File: src/rtl/busca_instrucao.sv
`default_nettype none
// ============================================================================
//  Module   : busca_instrucao
//  Purpose  : Instruction fetch/decode stage in front of the control unit.
//             Holds the program counter, fetches 8-bit instructions over a
//             request/valid handshake, splits them into opcode/operando and
//             hands them on with a ready/stall handshake. JMP and HALT are
//             executed here and never reach the control unit.
//  Ports    : clock, reset_n (async, active low)
//             enable                 - run permission (IDLE / ISSUE)
//             instrAddr, instrRd     - program-memory request
//             instrData, instrValid  - program-memory response
//             opcode, operando       - decoded instruction (registered)
//             instrReady, stall      - handshake towards the control unit
//             pc, halted             - program counter, sticky halt flag
//  Revision : 1.0 - initial release
// ============================================================================
module busca_instrucao #(
   parameter int                ADDR_W   = 8,
   parameter logic [ADDR_W-1:0] RESET_PC = '0
) (
   input  logic              clock,
   input  logic              reset_n,
   input  logic              enable,
   output logic [ADDR_W-1:0] instrAddr,
   output logic              instrRd,
   input  logic [7:0]        instrData,
   input  logic              instrValid,
   output logic [3:0]        opcode,
   output logic [3:0]        operando,
   output logic              instrReady,
   input  logic              stall,
   output logic [ADDR_W-1:0] pc,
   output logic              halted
);

   localparam logic [3:0] c_OP_HALT = 4'b1111;
   localparam logic [3:0] c_OP_JMP  = 4'b1110;

   typedef enum logic [2:0] {
      S_IDLE   = 3'd0,
      S_FETCH  = 3'd1,
      S_DECODE = 3'd2,
      S_ISSUE  = 3'd3,
      S_HALTED = 3'd4
   } state_t;

   state_t            r_state;
   logic [7:0]        r_ir;
   logic [ADDR_W-1:0] r_pc;
   logic [3:0]        r_opcode;
   logic [3:0]        r_operando;
   logic              r_halted;

   always_ff @(posedge clock or negedge reset_n) begin
      if (!reset_n) begin
         r_state    <= S_IDLE;
         r_ir       <= 8'h00;
         r_pc       <= RESET_PC;
         r_opcode   <= 4'h0;
         r_operando <= 4'h0;
         r_halted   <= 1'b0;
      end else begin
         case (r_state)
            S_IDLE: begin
               if (enable) r_state <= S_FETCH;
            end
            S_FETCH: begin
               // Request stays up through any number of wait states.
               if (instrValid) begin
                  r_ir    <= instrData;
                  r_state <= S_DECODE;
               end
            end
            S_DECODE: begin
               r_opcode   <= r_ir[7:4];
               r_operando <= r_ir[3:0];
               if (r_ir[7:4] == c_OP_HALT) begin
                  r_halted <= 1'b1;
                  r_state  <= S_HALTED;
               end else if (r_ir[7:4] == c_OP_JMP) begin
                  r_pc    <= ADDR_W'(r_ir[3:0]);
                  r_state <= enable ? S_FETCH : S_IDLE;
               end else begin
                  // pc already points past the instruction while it is issued.
                  r_pc    <= r_pc + ADDR_W'(1);
                  r_state <= S_ISSUE;
               end
            end
            S_ISSUE: begin
               if (!stall) r_state <= enable ? S_FETCH : S_IDLE;
            end
            S_HALTED: begin
               r_state <= S_HALTED;
            end
            default: begin
               r_state <= S_IDLE;
            end
         endcase
      end
   end

   // Handshake outputs are pure state decodes, so reset clears them at once.
   assign instrRd    = (r_state == S_FETCH);
   assign instrReady = (r_state == S_ISSUE);
   assign instrAddr  = r_pc;
   assign pc         = r_pc;
   assign opcode     = r_opcode;
   assign operando   = r_operando;
   assign halted     = r_halted;

endmodule
`default_nettype wire

File: config.mk
export PLATFORM = sky130hd
export DESIGN_NAME = busca_instrucao
export DESIGN_NICKNAME = d
export VERILOG_FILES = /design/src/rtl/busca_instrucao.sv
export SDC_FILE = /design/constraint.sdc
export NUM_CORES = 1
export LEC_CHECK = 0
export CAP_MARGIN = 40
export CORE_ASPECT_RATIO = 2
export CORE_MARGIN = 2
export CORE_UTILIZATION = 50
export CTS_CLUSTER_DIAMETER = 150
export DETAILED_ROUTE_END_ITERATION = 6
export PLACE_DENSITY_LB_ADDON = 0.08
export SYNTH_ARGS = -nofsm -noshare
export SYNTH_HDL_FRONTEND = slang
export SYNTH_SLANG_ARGS = --single-unit
File: constraint.sdc
create_clock -name clock -period 2.3 [get_ports clock]
set_clock_uncertainty 0.05 [all_clocks]
set_input_delay 0.46 -clock clock [delete_from_list [all_inputs] [get_ports clock]]
set_output_delay 0.46 -clock clock [all_outputs]
set_load 0.005 [all_outputs]
==> results of run 1 <==
-- power groups by stage --
stage	Clock (W)	Combinational [W]	Sequential (W)
after floorplan	0	0.000781	0.000912
after global placement	0	0.00117	0.000993
after detailed placement	0	0.00120	0.00101
after CTS	0.000393	0.00121	0.000995
after global routing	0.000413	0.00134	0.00104
final	0.000382	0.00119	0.000993
-- cell usage in the layout (no fill, tap or decap), types with 2 or more instances in the layout --
cell type        instances
nand3_1                  6
a21oi_1                  9
mux2_2                   7
inv_1                    2
clkdlybuf4s50_1         39
nor2_1                   2
o21ai_0                  8
and3_1                   2
o22ai_1                  2
clkbuf_8                 3
nand2b_1                 5
o31ai_1                  2
o311ai_1                 3
o21a_1                   2
buf_4                    2
dfrtp_1                 28
nand2_1                 35
nor3_1                   2
-- worst max path at each step --
stage / slack, ns / endpoint / from / cells after the start
6_report: 0.22 / instrRd / r_state[0] / 3
3_3_place_gp: 0.41 / r_ir[4] / instrValid / 4
3_5_place_dp: 0.37 / r_ir[4] / instrValid / 4
4_1_cts: 0.20 / instrReady / r_state[0] / 3
2_1_floorplan: 0.87 / r_ir[1] / r_state[2] / 3
5_1_grt: 0.08 / instrRd / r_state[0] / 3
-- final cells by class --
type	instances	area share, %
Sequential cell	28	39.1
Multi-Input combinational cell	99	31.9
Timing Repair Buffer	41	22.6
Clock buffer	3	2.30
Tap cell	29	2.02
Clock inverter	1	1.67
Inverter	2	0.419
-- state kept, by name, summed over array words and instances (netlist names) --
name	count
opcode	4
instrAddr	8
halted	1
operando	4
r_state	3
r_ir	8
-- worst reg2reg max path, cell delays in order (launching register included) --
cell	delay (ns)
dfrtp_1	0.52
or3b_1	0.62
a21o_1	0.32
nand2_1	0.09
o311ai_1	0.09
-- per-stage QoR --
stage | cells | worst slack [ns] | area, sq um | util, % | hold WS (ns)
2_1_floorplan | 144 | 0.866 | 1380 | - | 0.114
3_3_place_gp | 199 | 0.413 | 1720 | 63.7 | 0.412
3_5_place_dp | 199 | 0.375 | 1720 | 63.7 | 0.414
4_1_cts | 203 | 0.201 | 1790 | 66.3 | 0.438
5_1_grt | 203 | 0.0752 | 1790 | 66.3 | 0.455
6_report | 203 | 0.221 | 1790 | 66.3 | 0.431
-- routing by layer --
| metal | vias to the layer above | GRT usage, % | part of all wire [%] |
|---|---|---|---|
| li1 | 556 | - | - |
| met1 | 557 | 24.3 | 38 |
| met2 | 34 | 36.7 | 56 |
| met3 | 2 | 2.26 | 4.8 |
| met4 | 0 | 6.77 | 0.70 |
| met5 | - | 0 | 0 |
-- cells by family (layout without fill, tap and decap cells) --
group | count (synthesis) | in the layout | synth area share, %
compound gates | 32 | 32 | 14.4
fa+ha+maj | 1 | 1 | 0.908
buf+inv | 17 | 47 | 7.63
flops | 28 | 28 | 50.9
mux | 7 | 7 | 5.72
simple gates | 59 | 59 | 20.4
==> results by group, run 1 <==
Power and ir drop
  – Peak supply drop: around 0.68 mV
  – Logic pwr share: around 46%
  – NetSw: slightly above 0.0009 W
  – Net Sw Frac: between 30% and 40%
  – Sequential power share: ~39%
  – Pint: 0.00164 W
  – Overall Power: approximately 0.0026 W
  – Leak pwr: slightly below 0.8 nW
  – Clock power share: about 15%
  – Cell area power density: around 1400 nW/um^2

Logic synthesis
  – Synth Warn #: 0
  – Syn Std Cell Area: approximately 1400 sq um
  – Largest area contributor in the netlist: dfrtp_1
  – Post-Synthesis Cells: ~140
  – Post-synth EDFFs: 0
  – Top cell type's share of synthesized area: roughly half
  – Post-synthesis sequential area ratio: about 51%
  – Asr flop ratio synth: 100%
  – Avg Cell Area, Syn: between 9 and 10 sq um
  – Netlist cell types: 32
  – Top_reg_cell synth: dfrtp_1
  – Commonest cells post-synth: nand2_1, dfrtp_1, buf_4, a21oi_1, o21ai_0
  – Syn_nets: 158
  – Yosys reg bits: 28
  – Most instantiated library cell after synthesis: nand2_1
  – Area contributors post-synth: dfrtp_1, nand2_1, mux2_2

Global route
  – Wire length of the first global-routing pass: slightly below 5 mm
  – Vias in the first global route: 1,088
  – GRT overflow: 0
  – Antenna violations before repair: 0
  – Largest net degree at the start of global routing: 29
  – Global Route Usage Sum: between 20% and 30%

Floorplanning
  – Die H: 78.2 um
  – Die Width: between 40 and 50 um
  – Die area: between 3000 and 4000 sq um
  – I/O pin count: 40
  – Core region area: between 2000 and 3000 sq um
  – FP Rows: 27
  – Starting density of the core: approximately half

Timing
  – TNS Setup: 0 ns
  – Slew margin rel.: between 60% and 70%
  – Max Clock Freq: 0.481 GHz
  – Period utilization: 90.4%
  – Min cycle time layout: a little over 2 ns
  – Final hold violations: 0
  – RSZ-0062 raised after global routing: false
  – Slew Limit Fails: 0
  – Worst Max-Slew Pin Slew: a little over 0.5 ns
  – Setup Viol. Count Final: 0

Clock network
  – Setup Fix Bufs, Post-CTS: 0
  – Clk slew on worst S/H paths: 0.09 ns
  – Clock Sinks: 28
  – Post-CTS resize count: 0
  – H-Tree Level Count: 1
  – Buffer levels on the longest clock path: 2
  – Worst-skew pair later-pin latency: 0.27 ns
  – Hold buffers post-CTS: 0
  – Clock root buffer: clkbuf_8
  – TritonCTS Buffers: 3
  – CTS tree: built

Job
  – Max_cap viols: 0

Place
  – Buffers on Ports: 39
  – Routability cong.: approximately 0.77
  – Detailed Place HPWL: ~2.1 mm

Worst hold path
  – Hold Path End: operando[1]
  – Worst Hold Class: flip-flop to flip-flop
  – Worst Min Path Start: operando[1]
  – WHS Path Cells: 2

Final layout
  – Share of cells above drive strength 1: under 10%
  – Multi-input logic area: 572 sq um
  – Filler cells: roughly 240
  – Layout Nets: 189
  – Synthesis-to-finish area growth: 30.2%
  – ANT cells: 0
  – Register Area: ~700 sq um

Critical path
  – Worst setup SP type: flip-flop
  – Critical path data required time: about 1.8 ns
  – R2r endpoint: instrAddr[7]
  – Family with the most delay on the worst path: flip-flops
  – CP max stage delay: ~0.52 ns
  – Worst-path fanout max: 11
  – Setup crit end kind: output port
  – Crit path cell chain: nand2b_1 -> nor2_1 -> clkdlybuf4s50_1
  – Reg2reg path depth: 4
  – Crit Path Class: flip-flop to output port
  – Critical path data arrival time: between 1.5 and 2 ns
  – CP bufs+invs: 1
  – Worst reg-to-reg setup slack: about 0.48 ns
  – Worst r2r src: r_state[1]
  – Slowest cell on the critical path: dfrtp_1

Route
  – Routed Antenna Nets: 0
  – DRC viols: 0
  – Drt via density: approximately 5.7
  – Total Wirelength: between 2 and 3 mm
  – Initial DRC count: 25
  – Via count: around 1.1k
  – Routed len/inst: 14.2 um
  – Pre-Repair DR Iteration Count: 4

Run status
  – Status: complete, no violations
Power figures use the tool's default switching activity.
==> inputs of run 2 (changes only) <==
--- a/config.mk
+++ b/config.mk
@@ -5,10 +5,11 @@
 export SDC_FILE = /design/constraint.sdc
 export NUM_CORES = 1
 export LEC_CHECK = 0
+export ABC_CLOCK_PERIOD_IN_PS = 2100
 export CAP_MARGIN = 40
 export CORE_ASPECT_RATIO = 2
 export CORE_MARGIN = 2
-export CORE_UTILIZATION = 50
+export CORE_UTILIZATION = 46
 export CTS_CLUSTER_DIAMETER = 150
 export DETAILED_ROUTE_END_ITERATION = 6
 export PLACE_DENSITY_LB_ADDON = 0.08
==> constraint.sdc (replaced) <==
create_clock -name clock -period 2.1 [get_ports clock]
set_clock_uncertainty 0.05 [all_clocks]
set_input_delay 0.42 -clock clock [delete_from_list [all_inputs] [get_ports clock]]
set_output_delay 0.42 -clock clock [all_outputs]
set_load 0.005 [all_outputs]
==> results by group, run 2 (synthesis gave the netlist of run 1 again) <==
Clock network
  – Hold buffers post-CTS: 0 (unchanged)
  – CTS tree: built
  – Clock Sinks: 28 (unchanged)
  – Buffer levels on the longest clock path: 2 (unchanged)
  – H-Tree Level Count: 1 (unchanged)
  – Clock root buffer: clkbuf_8
  – TritonCTS Buffers: 3 (unchanged)
  – Worst-skew pair later-pin latency: 0.27 ns (about the same)
  – Clk slew on worst S/H paths: 0.09 ns (about the same)

Timing
  – Final hold violations: 0 (unchanged)
  – Min cycle time layout: around 2 ns
  – Fin worst setup slack: 0.101 ns (-0.120 ns)
  – Worst Max-Slew Pin Slew: 0.482 ns (-0.0236 ns)
  – Max Clock Freq: roughly 0.5 GHz
  – Setup Viol. Count Final: 0 (unchanged)
  – RSZ-0062 raised after global routing: false
  – Slew margin rel.: 67.8% (+1.6 points)
  – Period utilization: 95.2%
  – Slew Limit Fails: 0 (unchanged)
  – TNS Setup: 0 ns (unchanged)

Route
  – Pre-Repair DR Iteration Count: 4 (unchanged)
  – Routed len/inst: 14.4 um (+1.4%)
  – Initial DRC count: 23 (-8.0%)
  – Drt via density: 5.52 (-2.4%)
  – Total Wirelength: 2.97 mm (+3.4%)
  – Via count: 1,143 (-0.52%)
  – DRC viols: 0 (unchanged)
  – Routed Antenna Nets: 0 (unchanged)

Floorplanning
  – I/O pin count: 40 (unchanged)
  – Die Width: 42.7 um (+3.8%)
  – FP Rows: 28 (+3.7%)
  – Starting density of the core: 47.4% (-3.6 points)
  – Die H: 81.4 um (+4.0%)
  – Die area: 3470 sq um (+8.0%)
  – Core region area: 2910 sq um (+7.6%)

Final layout
  – Multi-input logic area: 574 sq um (+0.44%)
  – Final core occ: 62.1% (-4.2 points)
  – Most common cell after layout, fill and taps aside: clkdlybuf4s50_1
  – Filler cells: 264 (+9.1%)
  – Register Area: 704 sq um (+0.54%)
  – ANT cells: 0 (unchanged)
  – Finished Cell Area: 1810 sq um (+0.77%)
  – Non-Filler Instances: 207 (+2.0%)
  – Share of cells above drive strength 1: 13.0% (+3.8 points)
  – Most frequent cells in the layout: clkdlybuf4s50_1, nand2_1, dfrtp_1
  – Layout Nets: 192 (+1.6%)
  – Synthesis-to-finish area growth: 31.2%

Critical path
  – Worst-path fanout max: 4 (-7)
  – Setup crit end kind: output port
  – Crit path cell chain: nand2b_2 -> nor2_1 -> clkdlybuf4s50_1
  – Worst setup SP type: flip-flop
  – Crit Path Class: flip-flop to output port
  – Slowest cell on the critical path: clkdlybuf4s50_1
  – CP max stage delay: 0.51 ns (about the same)
  – Critical path data required time: 1.63 ns (-0.16 ns)
  – Critical path data arrival time: 1.53 ns (-0.04 ns)

Job
  – Max_cap viols: 0 (unchanged)

Power and ir drop
  – Leak pwr: 0.793 nW (+0.71%)
  – Peak supply drop: 0.863 mV (+27%)
  – Cell area power density: 1520 nW/um^2 (+6.5%)

Global route
  – Wire length of the first global-routing pass: 4.85 mm (+0.29%)
  – Antenna violations before repair: 0 (unchanged)
  – GRT overflow: 0 (unchanged)
  – Global Route Usage Sum: 18.6% (-2.3 points)
  – Vias in the first global route: 1,043 (-4.1%)
  – Largest net degree at the start of global routing: 29 (unchanged)

Place
  – Area after DPL: 1720 sq um (about the same)
  – DP Cell Count: 200 (+0.50%)
  – Detailed Place HPWL: 2.21 mm (+4.8%)
  – Pre-CTS WS: 0.222 ns (-0.153 ns)
  – Routability cong.: 0.769 (about the same)
  – Buffers on Ports: 39 (unchanged)

Worst hold path
  – Worst Hold Class: flip-flop to flip-flop

Run status
  – Status: complete, no violations
-- run 2: cell count changes in the layout (fill, tap and decap cells not counted) --
cell,change
buf_4,+3
bufinv_16,-1
clkbuf_8,+1
dfrtp_1,-3
dfrtp_2,+3
nand2b_1,-1
nand2b_2,+1
-- run 2: repair_timing --
action                                  in CTS  in global routing
endpoints found under the hold margin        0                  0
endpoints found under the setup margin       0                  2
gates resized for setup                      0                  4
buffers inserted                             0                  3
-- run 2: layer usage --
metal	vias to the layer above	wire length [um]	GRT usage, %
met3	6	121	2.00
li1	561	-	-
met2	35	1640	34.2
met4	0	75	9.69
met1	541	1140	20.1
met5	-	0	0
-- run 2: worst max-delay path: cells and delay by family (launching register included) --
| kind | cells | cell delay [ns] |
|---|---|---|
| buf+inv | 1 | 0.51 |
| flops | 1 | 0.43 |
| simple gates | 2 | 0.32 |
-- run 2: layout make-up --
| type | instances | share of cell area, % |
|---|---|---|
| multi-input cells | 99 | 31.8 |
| flip-flops and latches | 28 | 39.0 |
| repair buffers | 44 | 23.7 |
| inverters | 2 | 0.416 |
| clock buffers | 4 | 3.05 |
| well taps | 30 | 2.08 |
-- run 2: worst paths after layout --
kind                             from            to  slack (ns)  cells past startpoint
max                        r_state[2]    instrReady        0.10                      3
min                            halted        halted        0.42                      1
max reg2reg                r_state[2]  instrAddr[6]        0.30                      5
min reg2reg                    halted        halted        0.42                      1
max in group asynchronous     reset_n    r_state[1]        1.25                      2
min in group asynchronous     reset_n  instrAddr[7]        0.47                      2
-- run 2: through the flow --
step | hold WS (ns) | total power (W)
finish | 0.422 | 0.00275
global route | 0.444 | 0.00298
CTS | 0.427 | 0.00276
detailed placement | 0.405 | 0.00243
global placement | 0.404 | 0.00238
floorplan | 0.0744 | 0.00186
-- run 2: report_power, final --
part	switching, W	leakage (nW)	internal [W]
Sequential	0.000304	0.324	0.000796
Combinational	0.000558	0.440	0.000764
Clock	0.000164	0.0288	0.000168
Total	0.00102	0.793	0.00173
==> inputs of run 3 (changes only) <==
--- a/config.mk
+++ b/config.mk
@@ -6,7 +6,7 @@
 export NUM_CORES = 1
 export LEC_CHECK = 0
 export ABC_CLOCK_PERIOD_IN_PS = 2100
-export CAP_MARGIN = 40
+export CAP_MARGIN = 30
 export CORE_ASPECT_RATIO = 2
 export CORE_MARGIN = 2
 export CORE_UTILIZATION = 46
==> results of run 3 <==
The final DEF is identical to that of run 2; final timing and power are the same.
